## src/rtl/regfile_pkg.sv

```systemverilog
// Shared widths, control levels and types for the general-purpose register file.
// Imported by the register file top and its read-port sub-module.
package regfile_pkg;

   localparam int REG_BUS      = 32;
   localparam int REG_ADDR_BUS = 5;
   localparam int REG_NUM      = 32;
   localparam int REG_NUM_LOG2 = 5;
   localparam int REG_WIDTH    = 32;

   localparam logic ENABLE  = 1'b1;
   localparam logic DISABLE = 1'b0;

   typedef logic [REG_BUS-1:0]      word_t;
   typedef logic [REG_ADDR_BUS-1:0] addr_t;

   localparam word_t ZERO_WORD   = '0;
   localparam addr_t NOP_REG_ADDR = '0;

   // $0 is hardwired to zero: writes are dropped and reads return ZERO_WORD.
   function automatic logic is_zero_reg(input addr_t addr);
      return addr == NOP_REG_ADDR;
   endfunction

endpackage

```

## src/rtl/regfile_rdport.sv

```systemverilog
// One combinational read port of the register file, including the same-cycle
// write-to-read bypass. Instantiated once per read port.
module regfile_rdport
   import regfile_pkg::*;
(
   input  logic                    rst,
   input  logic                    re,
   input  logic [REG_ADDR_BUS-1:0] raddr,
   input  logic                    we,
   input  logic [REG_ADDR_BUS-1:0] waddr,
   input  logic [REG_BUS-1:0]      wdata,
   input  logic [REG_BUS-1:0]      rword,
   output logic [REG_BUS-1:0]      rdata
);

   always_comb begin
      // NOTE: default first so every path assigns rdata and no latch is inferred.
      rdata = ZERO_WORD;
      if (rst == ENABLE) begin
         rdata = ZERO_WORD;
      end else if (is_zero_reg(raddr)) begin
         rdata = ZERO_WORD;
      end else if (re == ENABLE && we == ENABLE && raddr == waddr) begin
         // Bypass: the word being written this cycle wins over stale storage.
         rdata = wdata;
      end else if (re == ENABLE) begin
         rdata = rword;
      end else begin
         rdata = ZERO_WORD;
      end
   end

endmodule

```

## src/rtl/regfile.sv

```systemverilog
// 32 x 32-bit general-purpose register file: one synchronous write port and
// two independent combinational read ports with write-to-read bypass.
module regfile
   import regfile_pkg::*;
(
   input  logic                    clk,
   input  logic                    rst,
   input  logic                    we,
   input  logic [REG_ADDR_BUS-1:0] waddr,
   input  logic [REG_BUS-1:0]      wdata,
   input  logic                    re1,
   input  logic [REG_ADDR_BUS-1:0] raddr1,
   output logic [REG_BUS-1:0]      rdata1,
   input  logic                    re2,
   input  logic [REG_ADDR_BUS-1:0] raddr2,
   output logic [REG_BUS-1:0]      rdata2
);

   word_t regs [REG_NUM];
   word_t rword1;
   word_t rword2;

   // NOTE: the array is cleared by reset because software relies on zeroed
   // registers after reset; this forces flops rather than a RAM macro.
   always_ff @(posedge clk) begin
      if (rst == ENABLE) begin
         for (int i = 0; i < REG_NUM; i++) begin
            // NOTE: non-blocking assignment for all sequential state.
            regs[i] <= ZERO_WORD;
         end
      end else if (we == ENABLE && !is_zero_reg(waddr)) begin
         regs[waddr] <= wdata;
      end
   end

   assign rword1 = regs[raddr1];
   assign rword2 = regs[raddr2];

   regfile_rdport u_rdport1 (
      .rst   (rst),
      .re    (re1),
      .raddr (raddr1),
      .we    (we),
      .waddr (waddr),
      .wdata (wdata),
      .rword (rword1),
      .rdata (rdata1)
   );

   regfile_rdport u_rdport2 (
      .rst   (rst),
      .re    (re2),
      .raddr (raddr2),
      .we    (we),
      .waddr (waddr),
      .wdata (wdata),
      .rword (rword2),
      .rdata (rdata2)
   );

endmodule

```

## config.mk

```make
export PLATFORM = sky130hd
export DESIGN_NAME = regfile
export DESIGN_NICKNAME = d
export VERILOG_FILES = /design/src/rtl/regfile_pkg.sv /design/src/rtl/regfile_rdport.sv /design/src/rtl/regfile.sv
export SDC_FILE = /design/constraint.sdc
export NUM_CORES = 2
export LEC_CHECK = 0
export BUFFER_PORTS_ARGS = -buffer_cell sky130_fd_sc_hd__buf_2
export CAP_MARGIN = 20
export CELL_PAD_IN_SITES_DETAIL_PLACEMENT = 1
export CELL_PAD_IN_SITES_GLOBAL_PLACEMENT = 2
export CORE_MARGIN = 2
export CORE_UTILIZATION = 40
export DETAILED_ROUTE_END_ITERATION = 10
export PLACE_DENSITY_LB_ADDON = 0.08
export SLEW_MARGIN = 20
export SYNTH_ARGS = -nofsm -noshare
export SYNTH_HDL_FRONTEND = slang
export SYNTH_HIERARCHICAL = 1
export SYNTH_SLANG_ARGS = --single-unit
```

## constraint.sdc

```tcl
create_clock -name clk -period 4.3 [get_ports clk]
set_input_delay 0.43 -clock clk [delete_from_list [all_inputs] [get_ports clk]]
set_output_delay 0.43 -clock clk [all_outputs]
set_load 0.01 [all_outputs]
```

==> flow_metrics.py <==
metrics = {
    "outcome": {
        "status": "complete, no violations",
    },
    "timing": {
        "max_freq_mhz": 275,
        "period_needed_ns": 3.64,
        "rsz0062_at_grt": "no",
        "setup_tns_ns": 0,
        "slew_headroom_pct": 34.7,
        "final_hold_viol_count": 0,
        "worst_pin_slew_ns": 0.979,
        "drv_slew": 0,
        "fin_crit_sh_pct": 84.7,
        "finalSetupViolCount": 0,
    },
    "layout": {
        "reg_top3": "regs: 1024 flops",
        "fin_area_mm2": 0.0646,
        "top_register": "regs",
        "area_growth_pct": 12.7,
        "drive_gt1_share_pct": 12.4,
        "final_cell_mix": "mux2i_1 (1024), edfxtp_1 (1024), and2_1 (992), nand3_1 (257), nand2_1 (194)",
        "nets": 4923,
        "largest_reg_flops": 1024,
    },
    "place": {
        "io_buffers": 115,
        "dp_hpwl_um": 144000,
        "place_area_mm2": 0.0607,
        "gp_congestion": 0.819,
    },
    "die": {
        "io_pins": 116,
        "die_w_um": 383,
        "die_area_mm2": 0.146,
        "start_util_pct": 40.4,
        "core_mm2": 0.142,
        "core.rowCount": 138,
        "die_y_um": 383,
    },
    "route": {
        "wl_um": 239000,
        "drc": 0,
        "drtPass1Iterations": 7,
        "ant_nets": 0,
        "drt-vias-per-instance": 6.15,
        "wl_per_cell_um": 34.8,
        "vias": 42200,
        "drt_iter0_markers": 4254,
    },
    "global_route": {
        "grt_pass1_wl_um": 331000,
        "met2_usage_pct": 52.8,
        "gr-usage-met1_pct": 42.9,
        "antenna_found_initial": 19,
        "track_usage_pct": 32.1,
        "grtUsageMet3_pct": 5.24,
        "overflow": 0,
        "top_usage_layer": "met2",
        "grt_max_degree": 65,
        "grt_pass1_vias": 42900,
    },
    "critical_path": {
        "crit_fanout": 18,
        "crit_arrival_ns": 3.21,
        "start_kind": "input pin",
        "critical_path_class": "in2out",
        "required_ns": 3.87,
        "crit_start": "raddr2[4]",
        "end_kind": "output port",
    },
    "clock_tree": {
        "clk_pin_slew_ns": 0.06,
        "postCtsSetupBuffers": 0,
        "cts_sinks": 1024,
        "cts_root_buf": "clkbuf_16",
        "cts_made_buffers": 121,
        "ctsHoldBuffers": 0,
        "clockBufferDepth": 3,
        "cts_resized": 0,
        "htreeDepth": 3,
        "cts_tree": "yes",
    },
    "synthesis": {
        "synth.distinct_cells": 37,
        "synth-seq-cells": 1024,
        "synth_edf_count": 1024,
        "yosysSeqAreaShare_pct": 53.6,
        "synth_area_mm2": 0.0573,
        "yosysWarningCount": 6,
        "synth_area_per_cell_um2": 11.8,
        "ys_dominant_reg_cell": "edfxtp_1",
        "synthCells": 4859,
        "async_reset_ff_share_pct": 0,
    },
    "flow_run": {
        "max_cap_violations": 0,
    },
    "power_and_ir_drop": {
        "leakagePower_nw": 25.2,
        "power.density_mw_per_mm2": 392,
        "ir_drop_v": 0.000308,
    },
    "worst_hold_path": {
        "hp-class": "in2reg",
        "whs_path_depth": 1,
        "hold_end": "regs[0][23]",
        "holdCritStartpoint": "rst",
    },
}
==> stage by stage <==
stage | hold WS [ns] | cells | power [W] | utilization [%] | worst slack [ns]
floorplan | 0.628 | 4890 | 0.0137 | - | 2.04
global placement | 0.981 | 6638 | 0.0151 | 42.8 | 0.757
detailed placement | 0.977 | 6638 | 0.0152 | 42.8 | 0.771
CTS | 0.177 | 6867 | 0.0254 | 45.5 | 0.760
global route | 0.211 | 6867 | 0.0260 | 45.5 | 0.672
finish | 0.227 | 6870 | 0.0253 | 45.5 | 0.659
==> kinds of logic after synthesis <==
| group | count (synthesis) | synth area share (%) |
|---|---|---|
| simple gates | 1672 | 16.8 |
| other cells | 1 | 0.00654 |
| buf+inv | 486 | 4.12 |
| mux | 1024 | 17.9 |
| compound gates | 642 | 7.43 |
| flops | 1024 | 53.6 |
| xor+xnor | 10 | 0.153 |
==> power by group <==
group / leakage (nW) / internal (W) / total, W / switching, W
registers: 9.75 / 0.0115 / 0.0118 / 0.000287
clock network: 1.93 / 0.00591 / 0.0103 / 0.00437
logic: 13.5 / 0.00104 / 0.00322 / 0.00218
total: 25.2 / 0.0185 / 0.0253 / 0.00684
==> cells in the mapped netlist (3+ instances only) <==
cell type  count  area [µm²]
o21ai_0       44         220
nand4_1       64         400
nor3_1        66         330
clkbuf_1     251         942
or2_2         33         206
nand3_1      257        1290
buf_4         75         563
a31oi_1       64         400
buf_2        118         591
buf_6         10         113
nor2_1        21        78.8
nor2_4         7        78.8
buf_1         18        67.6
nor2b_1        5        31.3
a22oi_1      192        1440
mux2i_1     1024       10200
and2_1       996        6230
nand2_1      196         736
edfxtp_1    1024       30700
nor2_2         9        56.3
a22o_1       128        1120
clkbuf_4       7        52.6
nand3b_1       3        22.5
nand2b_1       5        31.3
o21ai_1       20         100
clkbuf_2       7        35.0
xor2_1         8        70.1
a21oi_1      192         961
==> per-layer routing <==
metal	vias to the layer above	part of all wire [%]
met5	-	0.025
met1	22300	43
met3	421	7.1
met2	1646	47
li1	17900	-
met4	8	3.4
==> how the worst max path moves through the flow <==
stage,depth (start not counted),endpoint
final,9,rdata2[19]
after global routing,9,rdata2[19]
after CTS,6,rdata1[23]
after detailed placement,6,rdata1[23]
after global placement,6,rdata1[23]
after floorplan,10,rdata1[14]
==> cell type report <==
cell class                 instances  area, µm²
antenna                            3       7.51
clock buffer                     142       3190
clock inverter                    87        694
fill                           14800      77300
multi-input combinational       3380      24600
sequential                      1024      30700
tap                             1890       2360
timing repair buffer             344       3030
==> critical path: stages <==
cell,delay [ns]
buf_2,0.39
or2_2,0.79
buf_4,0.50
nor3_1,0.14
a31oi_1,0.27
nand3_1,0.24
nand3_1,0.15
o21ai_0,0.10
buf_2,0.18
Power figures use the tool's default switching activity.
